File: config.mk
export PLATFORM = sky130hd
export DESIGN_NAME = ifu_fetch
export DESIGN_NICKNAME = d
export VERILOG_FILES = /design/src/rtl/ifu_fetch.sv
export SDC_FILE = /design/constraint.sdc
export NUM_CORES = 1
export LEC_CHECK = 0
export BUFFER_PORTS_ARGS = -buffer_cell sky130_fd_sc_hd__buf_2
export CORE_ASPECT_RATIO = 0.8
export CORE_MARGIN = 4
export CORE_UTILIZATION = 50
export CTS_CLUSTER_DIAMETER = 50
export DETAILED_ROUTE_END_ITERATION = 16
export PLACE_DENSITY = 0.85
export SLEW_MARGIN = 10
export SYNTH_ARGS = -nofsm -noshare
export SYNTH_HDL_FRONTEND = slang
export SYNTH_SLANG_ARGS = --single-unit
File: constraint.sdc
create_clock -name clk -period 2.4 [get_ports clk]
set_clock_uncertainty 0.2 [all_clocks]
set_input_delay 0.6 -clock clk [delete_from_list [all_inputs] [get_ports clk]]
set_output_delay 0.6 -clock clk [all_outputs]
set_load 0.05 [all_outputs]
File: src/rtl/ifu_fetch.sv
// ifu_fetch: instruction fetch unit for the RV32E core, upstream of decode.
//
// Holds the PC, issues single-word reads to instruction memory (at most one
// outstanding), captures the returned word and hands it to decode together with
// its PC. Redirects from execute replace the PC and cause any stale in-flight
// response to be discarded.
//
// Ports:
//   clk, rst_n                      clock (rising edge), asynchronous active-low reset
//   redirect_valid, redirect_pc     PC change request from execute
//   imem_req_valid/ready/addr       fetch request channel to instruction memory
//   imem_rsp_valid, imem_rsp_data   one-cycle response pulse per accepted request
//   inst_valid/ready, inst, inst_pc instruction channel to decode
//   fetch_misalign                  misaligned-PC flag accompanying inst
//
// Build option IFU_MISALIGN_CHECK_EN: when defined, a PC with nonzero low bits
// issues no memory read and delivers a NOP flagged with fetch_misalign. When
// undefined, fetch_misalign is tied low and the low PC bits are masked on the
// request address only.

module ifu_fetch #(
  parameter logic [31:0] RESET_PC = 32'h8000_0000,
  parameter int unsigned XLEN     = 32
) (
  input  logic            clk,
  input  logic            rst_n,
  input  logic            redirect_valid,
  input  logic [XLEN-1:0] redirect_pc,
  output logic            imem_req_valid,
  input  logic            imem_req_ready,
  output logic [XLEN-1:0] imem_req_addr,
  input  logic            imem_rsp_valid,
  input  logic [XLEN-1:0] imem_rsp_data,
  output logic            inst_valid,
  input  logic            inst_ready,
  output logic [XLEN-1:0] inst,
  output logic [XLEN-1:0] inst_pc,
  output logic            fetch_misalign
);

  typedef enum logic [1:0] {S_IDLE, S_REQ, S_WAIT, S_OUT} state_t;

  state_t          state;
  logic [XLEN-1:0] pc;
  logic            drop;  // response of the outstanding request is stale
  logic            req_hs;

`ifdef IFU_MISALIGN_CHECK_EN
  localparam logic [XLEN-1:0] NopInst = 32'h0000_0013;

  logic misalign_q;
  logic misaligned;

  assign misaligned     = (pc[1:0] != 2'b00);
  assign imem_req_valid = (state == S_REQ) && !misaligned;
  assign imem_req_addr  = pc;
  assign fetch_misalign = misalign_q;
`else
  assign imem_req_valid = (state == S_REQ);
  assign imem_req_addr  = {pc[XLEN-1:2], 2'b00};
  assign fetch_misalign = 1'b0;
`endif

  assign inst_valid = (state == S_OUT);
  assign req_hs     = imem_req_valid && imem_req_ready;

  always_ff @(posedge clk or negedge rst_n) begin
    if (!rst_n) begin
      state   <= S_IDLE;
      pc      <= RESET_PC;
      drop    <= 1'b0;
      inst    <= '0;
      inst_pc <= '0;
`ifdef IFU_MISALIGN_CHECK_EN
      misalign_q <= 1'b0;
`endif
    end else begin
      unique case (state)
        S_IDLE: state <= S_REQ;

        S_REQ: begin
          if (redirect_valid) begin
            pc <= redirect_pc;
            // A request accepted this cycle went to the old PC.
            if (req_hs) begin
              drop  <= 1'b1;
              state <= S_WAIT;
            end
`ifdef IFU_MISALIGN_CHECK_EN
          end else if (misaligned) begin
            inst       <= NopInst;
            inst_pc    <= pc;
            misalign_q <= 1'b1;
            state      <= S_OUT;
`endif
          end else if (req_hs) begin
            state <= S_WAIT;
          end
        end

        S_WAIT: begin
          if (imem_rsp_valid) begin
            drop <= 1'b0;
            if (redirect_valid) begin
              pc    <= redirect_pc;
              state <= S_REQ;
            end else if (drop) begin
              state <= S_REQ;
            end else begin
              inst    <= imem_rsp_data;
              inst_pc <= pc;
`ifdef IFU_MISALIGN_CHECK_EN
              misalign_q <= 1'b0;
`endif
              state   <= S_OUT;
            end
          end else if (redirect_valid) begin
            pc   <= redirect_pc;
            drop <= 1'b1;
          end
        end

        S_OUT: begin
          // Redirect wins over the sequential PC even when decode consumes.
          if (redirect_valid) begin
            pc    <= redirect_pc;
            state <= S_REQ;
          end else if (inst_ready) begin
            pc    <= pc + 4;
            state <= S_REQ;
          end
        end
      endcase
    end
  end

endmodule

# Yosys cells after proc, flatten, opt, wreduce, memory -nomap -nowiden
# Cells that the tools add are included.
# totals
reg_bits	99
out_inout_bits	99
# classes
n_addsub	1
n_reduce_logical	9
n_bitwise	2
eq_ne	9
muxes	16
# ops
cell	count
2-to-1 mux 32 bit	3
one-hot mux 32 bit (2 select lines)	1
adder 32 x 3 -> 32 bit (second input constant)	1
2-to-1 mux 2 bit	6
one-hot mux 2 bit (4 select lines)	1
AND reduction 4 bit	2
AND reduction 3 bit	2
equality test 2 bit (second input constant)	2
2-to-1 mux 1 bit	4
!= test 2 x 1 -> 1 bit (second input constant)	2
!= test 2 bit (second input constant)	2
nonzero test 2 bit	2
!= test 3 x 2 -> 1 bit (second input constant)	1
!= test 3 bit (second input constant)	1
equality test 2 x 1 -> 1 bit (second input constant)	1
zero test 2 bit	1
NOT 1 bit	2
one-hot mux 1 bit (2 select lines)	1
OR reduction 2 bit	1
logical AND 1 bit	1

# Logic depth before layout (Yosys ltp)
# Gate-level depths: netlist of run 1.
# logic_depth
ltp_word	5
depth_mapped	9
ltp_nobuf	7

# Worst setup path after synthesis of run 1
# OpenSTA, ideal clock, no wires.
# synth_path
path_type	register -> register
from	register state[0]
to	register pc[16]
t_arrival_ns	1.855
period_less_slack_ns	2.193
path_slack_ns	0.207
stages_incl_launch_ff	8
required_time_ns	2.063
path_cell_list	dfrtp_1 -> ha_1 -> nor2b_1 -> buf_2 -> buf_2 -> o21ai_0 -> a21oi_1 -> a21oi_1
# synth_between
word_cells_on_any_way	9
classes_between	eq/ne (5); mux (1); reduce/logical (3)
# synth_rtl
item	line_no	text
start: declaration	43	state_t state;
start signal: assignment	69	state <= S_IDLE;
start signal: assignment	79	S_IDLE: state <= S_REQ;
start signal: assignment	87	state <= S_WAIT;
equality test 2 bit *	n/a	
net inst_valid	34	output logic inst_valid,
!= test 3 x 2 -> 1 bit (no line) / nonzero test 2 bit (equally long branches)	n/a	
AND reduction 3 bit (no line)	n/a	
end signal: assignment	83	pc <= redirect_pc;
end signal: assignment	105	pc <= redirect_pc;
end signal: assignment	118	pc <= redirect_pc;
end: declaration	44	logic [XLEN-1:0] pc;
# The timed path passes the listed nets; every way through them passes the cells marked *.
# A chain may end at the register's enable or synchronous reset.

# Worst setup path in the final report of run 1
# layout_path
from	register state[1]
to	register pc[17]
# layout_between
elab_chain_len	4
word_cells_on_any_way	9
classes_between	eq/ne (5); mux (1); reduce/logical (3)
# layout_lines
item	line_no	text
equality test 2 x 1 -> 1 bit / equality test 2 bit (equally long branches)	78	unique case (state)
OR reduction 2 bit (no line)	n/a	
!= test 2 x 1 -> 1 bit (no line) / nonzero test 2 bit (equally long branches)	n/a	
AND reduction 3 bit (no line)	n/a	
# Parallel ways exist; a longest one is shown, timed or not.

==> results of run 1 <==
## worst paths after layout
path                                           endpoint  slack [ns]                     from
worst max-delay path                 pc[17]$_DFFE_PN0P_        0.14     state[1]$_DFFE_PN0P_
worst min-delay path                 pc[19]$_DFFE_PN0P_        0.26          redirect_pc[19]
worst max register to register       pc[17]$_DFFE_PN0P_        0.14     state[1]$_DFFE_PN0P_
worst min register to register  inst_pc[10]$_DFFE_PN0P_        0.30  inst_pc[10]$_DFFE_PN0P_
max in group asynchronous            pc[31]$_DFFE_PN1P_        0.89                    rst_n
min in group asynchronous          inst[15]$_DFFE_PN0P_        0.52                    rst_n
## critical path, delay by kind of cell (launching register included)
family                     cells  cell delay, ns
AOI/OAI and AO/OA              2            0.39
buffers and inverters          3            0.55
and+or+nand+nor                2            0.17
DFF                            1            0.40
adders and majority gates      1            0.44
## flip-flops by register name, indices dropped and copies added (netlist names)
register / flops
drop: 1
inst: 32
inst_pc: 32
pc: 32
state: 2
## cell type report
type / instances / share of cell area
Clock buffer: 10 / 0.0393
Inverter: 6 / 0.00370
Tap cell: 119 / 0.0245
Timing Repair Buffer: 184 / 0.172
Multi-Input combinational cell: 278 / 0.338
Sequential cell: 99 / 0.408
Clock inverter: 6 / 0.0144
## power by group
| group | internal (W) | switching, W | leakage [nW] |
|---|---|---|---|
| Combinational | 0.00155 | 0.00391 | 1.61 |
| Clock | 0.000943 | 0.000623 | 0.163 |
| Sequential | 0.00242 | 0.000629 | 1.26 |
| Total | 0.00492 | 0.00516 | 3.03 |
## through the flow
| step | utilization | hold WS, ns | setup slack, ns | cells | area (um^2) |
|---|---|---|---|---|---|
| floorplan | - | 0.104 | 0.207 | 442 | 4910 |
| global placement | 0.595 | 0.283 | 0.213 | 684 | 5720 |
| detailed placement | 0.595 | 0.290 | 0.0831 | 684 | 5720 |
| CTS | 0.630 | 0.253 | 0.0625 | 701 | 6060 |
| global route | 0.633 | 0.266 | 0.00652 | 702 | 6080 |
| finish | 0.633 | 0.263 | 0.139 | 702 | 6080 |
## cells by family (layout without fill, tap and decap cells)
family | count (synthesis) | in the layout | synth area share
AOI/OAI and AO/OA | 94 | 94 | 0.120
adders and majority gates | 5 | 5 | 0.0128
buffers and inverters | 65 | 206 | 0.0844
DFF | 99 | 99 | 0.505
muxes | 69 | 69 | 0.158
other | 1 | 3 | 0.000764
and+or+nand+nor | 107 | 107 | 0.119
## layer usage
| metal | GRT usage | up-vias | wire length [um] |
|---|---|---|---|
| li1 | - | 1838 | - |
| met1 | 0.267 | 1916 | 5020 |
| met2 | 0.355 | 165 | 6140 |
| met3 | 0.0483 | 23 | 784 |
| met4 | 0.0839 | 0 | 262 |
| met5 | 0 | - | 0 |
## synthesized netlist by cell type, drive strengths merged, types with 6 or more instances
| master | number | area, um^2 |
|---|---|---|
| and4 | 7 | 67.6 |
| mux2 | 66 | 743 |
| o21ai | 22 | 110 |
| nand3 | 14 | 75.1 |
| a21oi | 29 | 145 |
| a31oi | 6 | 37.5 |
| nor3 | 6 | 30.0 |
| o22ai | 8 | 50.1 |
| nand2 | 26 | 97.6 |
| inv | 6 | 22.5 |
| buf | 54 | 373 |
| nor2 | 30 | 120 |
| dfrtp | 98 | 2450 |
## what timing repair did
item / 4_1_cts / 5_1_grt
buffers inserted: 0 / 1
setup endpoints to repair: 0 / 17
hold buffers: 1 / 0
hold endpoints to repair: 26 / 0
gates resized for setup: 0 / 3
==> impl_metrics.toml, run 1 <==
[cts]
cts_tree = "built"
cts-root-buf = "clkbuf_16"
max-clock-path-buffers = 2
worst_skew_pair.late_latency_ns = 0.34
numClockSinks = 99
cts_inserted_buffers = 9
htreeDepth = 3
clkTransAtPathRegs_ns = 0.07

[global_routing]
antenna_found_initial = 0
track_usage = 0.210
grt_overflow = 0
grt_pass1_vias = 3952
grt_max_degree = 57
grt_pass1_wl_um = 19300

[power_and_ir_drop]
power_density_nw_per_um2 = 1660
peakVddDrop_mv = 1.15
p_leak_nw = 3.03
power_w = 0.0101

[sta]
max_freq_ghz = 0.442
finalMaxSlewViolations = 0
fin_crit_sh = 0.942
tns_ns = 0
fin_crit_ns = 2.26
final-hold-violation-count = 0
setup_viol = 0
rsz0062_at_grt = "false"

[worst_hold_path]
min_path_cells = 3
hold_path_class = "in -> reg"

[cells_and_area]
layout.nets = 653
syn2layout_area_growth_pct = 23.9
n_antenna_cell = 0
layout_common_cells = "buf_2, dfrtp_1, mux2_2, nor2_1, a21oi_1"
drive_gt1_frac = 0.480
seq_area_um2 = 2480
fill_cells = 792
final_common_cell = "buf_2"
multi_input_area_um2 = 2060

[floorplanning]
ios = 169
die_y_um = 96.6
die-area_um2 = 11500
core_area_um2 = 9610
die_x_um = 119
num_rows = 32
start_util = 0.511

[detailed_routing]
vias_per_cell = 5.62
wl_um = 12200
drc_errors = 0
drtAntennaViolNets = 0
drt_iter0_drc = 224
first_pass_iters = 5
wl_per_cell_um = 17.4
via_count = 3942

[yosys]
synth_cells = 440
synth.distinct_cells = 53
ys_seq_area_frac = 0.505
syn_area_um2 = 4910
syn_area_per_cell_um2 = 11.1
synth_ff_type = "dfrtp_1"
synth_edf_count = 0
ys_warn_count = 0
ys_ff_latch = 99
async_flop_share = 1.00

[placed_design]
gp_congestion = 0.840
dpl.hpwl_um = 9050
io_buffers = 165

[setup_path]
required_ns = 2.43
cp.arrival_ns = 2.29
crit_type = "reg -> reg"
critPathCaptureType = "flip-flop"
crit_path_top_delay_cell = "ha_2"
start_kind = "flip-flop"
critPathMaxFanout = 16
reg2regPathDepth = 8
path_common_cell = "buf_4"
cp_slowest_stage_delay_ns = 0.44
crit_chain = "inv_1 > ha_2 > nor2b_4 > o22ai_4 > buf_4 > buf_4 > nor2_1 > o22a_1"

[job]
maxCapViolations = 0

[outcome]
status = "finished clean"
(Power assumes the default switching activity.)
==> run 2: changes to the inputs <==
CORE_UTILIZATION = 23   (was 50)
PLACE_DENSITY = 0.48   (was 0.85)
TNS_END_PERCENT = 100   (was not set)
==> run 2 against run 1 <==
  * Cell count up 22%
  * Global-route usage down 8.9 points
  * Combinational power up 0.7%
  * Clock power down 9%
==> impl_metrics.toml, run 2 (same netlist as run 1, synthesis figures left out) <==
[outcome]
status = "finished clean"

[cells_and_area]
drive_gt1_frac = 0.485
postLayoutCoreUtil = 0.301
final_common_cell = "buf_2"
fill_cells = 2198
layout.nets = 658
layout_common_cells = "buf_2, dfrtp_1, mux2_2, nor2_1, a21oi_1"
syn2layout_area_growth_pct = 27.8
reg_top3 = "inst (32), inst_pc (32), pc (32)"

[setup_path]
start_kind = "flip-flop"
path_delay_family = "flip-flops"
crit_chain = "inv_1 > ha_1 > buf_2"
critPathMaxFanout = 7
crit_type = "reg -> out"
cp.depth = 3
cp_slowest_stage_delay_ns = 0.42
required_ns = 1.60
critPathBufInv = 2
crit_path_top_delay_cell = "dfrtp_1"
reg2regPathDepth = 8
critPathCaptureType = "primary output"
cp.arrival_ns = 1.45

[sta]
fin_crit_ns = 2.25
setup_viol = 0
fin_crit_sh = 0.937
final-hold-violation-count = 0
max_freq_ghz = 0.445
holdWs_ns = 0.250
finalMaxSlewViolations = 0
rsz0062_at_grt = "false"
tns_ns = 0

[global_routing]
grt_pass1_wl_um = 22900
antenna_found_initial = 1
grt_overflow = 0
track_usage = 0.122
use_met2 = 0.193
grt_max_degree = 47
grt_pass1_vias = 4155
busiest_layer = "met2"
use_met3 = 0.0362
use_met1 = 0.158

[power_and_ir_drop]
seqPwrFrac = 0.306
power_density_nw_per_um2 = 1590
peakVddDrop_mv = 0.589
p_int_w = 0.00472
power_w = 0.00998
power.net_switching_w = 0.00527
p_leak_nw = 3.04
swShare = 0.528
pwr-share-comb = 0.551
clkPwrFrac = 0.143

[floorplanning]
die_y_um = 139
core_area_um2 = 20800
die-area_um2 = 23700
ios = 169
num_rows = 47
die_x_um = 171
start_util = 0.236

[cts]
worst_skew_pair.late_latency_ns = 0.35
clkTransAtPathRegs_ns = 0.07
cts_tree = "built"
cts-root-buf = "clkbuf_16"
max-clock-path-buffers = 2
htreeDepth = 3
cts_inserted_buffers = 9
post-cts-setup-buffer-count = 0
numClockSinks = 99

[placed_design]
gp_congestion = 0.773
dpl.hpwl_um = 10900
io_buffers = 165

[job]
maxCapViolations = 0

[detailed_routing]
wl_um = 14300
drtAntennaViolNets = 0
first_pass_iters = 4
drc_errors = 0
vias_per_cell = 4.54
wl_per_cell_um = 16.6
via_count = 3895
drt_iter0_drc = 209

[worst_hold_path]
min_path_cells = 3
hold_path_class = "in -> reg"
==> run 2: per-stage QoR <==
step / worst slack [ns] / cell area, um^2 / std cells
final: 0.150 / 6270 / 858
after floorplan: 0.207 / 4910 / 442
after detailed placement: 0.0797 / 5950 / 840
after global routing: 0.0160 / 6270 / 857
after CTS: 0.0814 / 6250 / 857
after global placement: 0.174 / 5950 / 840
==> run 2: routing by layer <==
metal / vias up / part of all wire / wire length [um]
met3: 21 / 0.066 / 942
met2: 122 / 0.47 / 6700
li1: 1851 / - / -
met1: 1899 / 0.44 / 6330
met4: 2 / 0.020 / 282
met5: - / 0.00049 / 7
==> run 2: path summary, 6_finish.rpt <==
kind	start	end	slack, ns
setup / recovery	state[1]$_DFFE_PN0P_	imem_req_valid	0.15
hold / removal	redirect_pc[19]	pc[19]$_DFFE_PN0P_	0.25
setup reg to reg	state[1]$_DFFE_PN0P_	pc[31]$_DFFE_PN1P_	0.18
hold reg to reg	inst_pc[9]$_DFFE_PN0P_	inst_pc[9]$_DFFE_PN0P_	0.30
max in group asynchronous	rst_n	inst_pc[0]$_DFFE_PN0P_	0.88
min in group asynchronous	rst_n	pc[19]$_DFFE_PN0P_	0.56
==> run 2: timing repair <==
action,CTS,global route
setup endpoints to repair,0,16
resized for setup,0,3
hold buffers,1,0
hold endpoints to repair,17,0
==> run 2: layout make-up <==
| type | count | area [um^2] | area share |
|---|---|---|---|
| sequential | 99 | 2480 | 0.395 |
| multi-input combinational | 278 | 2060 | 0.328 |
| timing repair buffer | 189 | 1090 | 0.173 |
| tap | 269 | 337 | 0.0537 |
| clock buffer | 9 | 225 | 0.0359 |
| clock inverter | 7 | 61.3 | 0.00978 |
| inverter | 6 | 22.5 | 0.00359 |
| antenna | 1 | 2.50 | 0.000399 |
==> run 2: worst register-to-register path, delay by kind of cell (launching register included) <==
family                   cells  cell delay [ns]
AND/OR/NAND/NOR              2             0.41
AO/OA/AOI/OAI                3             0.51
buffers and inverters        2             0.28
flip-flops                   1             0.42
adder cells (fa/ha/maj)      1             0.32
==> run 2: power groups by stage <==
| stage | registers (W) | logic, W | clock network, W |
|---|---|---|---|
| after CTS | 0.00306 | 0.00556 | 0.00150 |
| after global routing | 0.00319 | 0.00584 | 0.00155 |
| after floorplan | 0.00453 | 0.00284 | 0 |
| after detailed placement | 0.00309 | 0.00555 | 0 |
| final | 0.00305 | 0.00551 | 0.00143 |
| after global placement | 0.00303 | 0.00548 | 0 |
==> run 3: changes to the inputs <==
CTS_BUF_LIST = sky130_fd_sc_hd__clkbuf_4 sky130_fd_sc_hd__clkbuf_8   (was not set)
==> run 3 against run 2 <==
  * Maximum frequency shrank 0.90%
  * Combinational power hardly changed
  * Core utilization decreased by 0.47 points
  * Sequential power barely moved
  * Global-route usage about the same
  * Clock power is 27% lower
  * Total power down 3.7%
  * Cell count did not move
  * Non-clock buffer count unchanged
  * Register-to-register slack hardly changed
  * Cell area decreased by 1.6%
  * Critical path type unchanged
  * Largest cell class unchanged
  * Highest routed layer unchanged
==> impl_metrics.toml, run 3 (same netlist as run 1, synthesis figures left out) <==
[floorplanning]
die_y_um = 139
die-area_um2 = 23700
ios = 169
num_rows = 47
core_area_um2 = 20800
die_x_um = 171
start_util = 0.236

[setup_path]
required_ns = 1.60
crit_type = "reg -> out"
cp.arrival_ns = 1.47
start_kind = "flip-flop"
crit_path_top_delay_cell = "dfrtp_1"
critPathMaxFanout = 7
cp_slowest_stage_delay_ns = 0.43
crit_chain = "inv_1 > ha_1 > clkbuf_4"
critPathCaptureType = "primary output"

[power_and_ir_drop]
power_density_nw_per_um2 = 1560
peakVddDrop_mv = 0.589
p_leak_nw = 2.99
power_w = 0.00962

[job]
maxCapViolations = 0

[detailed_routing]
drtAntennaViolNets = 0
drt_iter0_drc = 188
wl_per_cell_um = 16.7
via_count = 3904
drc_errors = 0
wl_um = 14300
vias_per_cell = 4.55
first_pass_iters = 5

[cells_and_area]
layout.nets = 658
syn2layout_area_growth_pct = 25.8
drive_gt1_frac = 0.485
reg_top3 = "inst (32), inst_pc (32), pc (32)"
seq_area_um2 = 2480
final_cells = 858
multi_input_area_um2 = 2060
layout_common_cells = "buf_2, dfrtp_1, mux2_2, nor2_1, a21oi_1"
postLayoutCoreUtil = 0.296
fill_cells = 2209
final_common_cell = "buf_2"

[worst_hold_path]
hold_path_class = "in -> reg"

[cts]
numClockSinks = 99
max-clock-path-buffers = 2
worst_skew_pair.late_latency_ns = 0.39
cts-root-buf = "clkbuf_8"
cts_inserted_buffers = 9
cts_tree = "built"
post-cts-setup-buffer-count = 0
htreeDepth = 3
clkTransAtPathRegs_ns = 0.10

[sta]
finalMaxSlewViolations = 0
rsz0062_at_grt = "false"
setup_viol = 0
fin_crit_ns = 2.27
max_freq_ghz = 0.441
fin_crit_sh = 0.946
final-hold-violation-count = 0
tns_ns = 0

[placed_design]
dpl.hpwl_um = 10900
dp_cells = 840
gp_congestion = 0.773
io_buffers = 165

[outcome]
status = "finished clean"

[global_routing]
grt_pass1_vias = 4148
antenna_found_initial = 1
track_usage = 0.122
grt_pass1_wl_um = 22900
grt_overflow = 0
grt_max_degree = 47
[run 3: metrics by stage]
| stage | hold WS, ns | area [um^2] | setup WS (ns) |
|---|---|---|---|
| 2_1_floorplan | 0.104 | 4910 | 0.207 |
| 3_3_place_gp | 0.284 | 5950 | 0.174 |
| 3_5_place_dp | 0.290 | 5950 | 0.0797 |
| 4_1_cts | 0.185 | 6150 | 0.0756 |
| 5_1_grt | 0.199 | 6170 | 0.0110 |
| 6_report | 0.214 | 6170 | 0.130 |
[run 3: path summary, 6_finish.rpt]
check	from	end	slack [ns]	cells after the start
min in group asynchronous	rst_n	pc[11]$_DFFE_PN0P_	0.52	2
max	state[1]$_DFFE_PN0P_	imem_req_valid	0.13	3
min	redirect_pc[19]	pc[19]$_DFFE_PN0P_	0.21	3
max in group asynchronous	rst_n	inst[13]$_DFFE_PN0P_	0.92	3
min reg2reg	inst_pc[9]$_DFFE_PN0P_	inst_pc[9]$_DFFE_PN0P_	0.31	1
max reg2reg	state[1]$_DFFE_PN0P_	pc[31]$_DFFE_PN1P_	0.18	8
[run 3: final cells by class]
class,count,area share
diodes,1,0.000406
clock buffers,9,0.0201
clock inverters,7,0.00994
inverters,6,0.00365
multi-input cells,278,0.333
flip-flops and latches,99,0.402
well taps,269,0.0545
repair buffers,189,0.176
[run 3: routing by layer]
layer  part of all wire  global-route usage  routed length, um  vias up
met5            0.00049                   0                  7        -
met4              0.019              0.0438                267        2
met3              0.064              0.0370                915       17
met2               0.47               0.194               6750      114
met1               0.44               0.157               6350     1919
li1                   -                   -                  -     1852
[run 3: critical path, delay by kind of cell, from the launching register on]
kind,cells,cell delay (ns)
adder cells (fa/ha/maj),1,0.27
buffers and inverters,2,0.38
flip-flops,1,0.43
[run 3: what timing repair did]
| action | 4_1_cts | 5_1_grt |
|---|---|---|
| setup endpoints to repair | 0 | 23 |
| hold buffers | 1 | 0 |
| gates resized for setup | 0 | 4 |
| endpoints found under the hold margin | 29 | 0 |
[run 3: where the power goes]
| group | total (W) | internal (W) | switching, W |
|---|---|---|---|
| clock network | 0.00105 | 0.000393 | 0.000661 |
| logic | 0.00551 | 0.00158 | 0.00393 |
| registers | 0.00305 | 0.00241 | 0.000638 |
| total | 0.00962 | 0.00439 | 0.00523 |
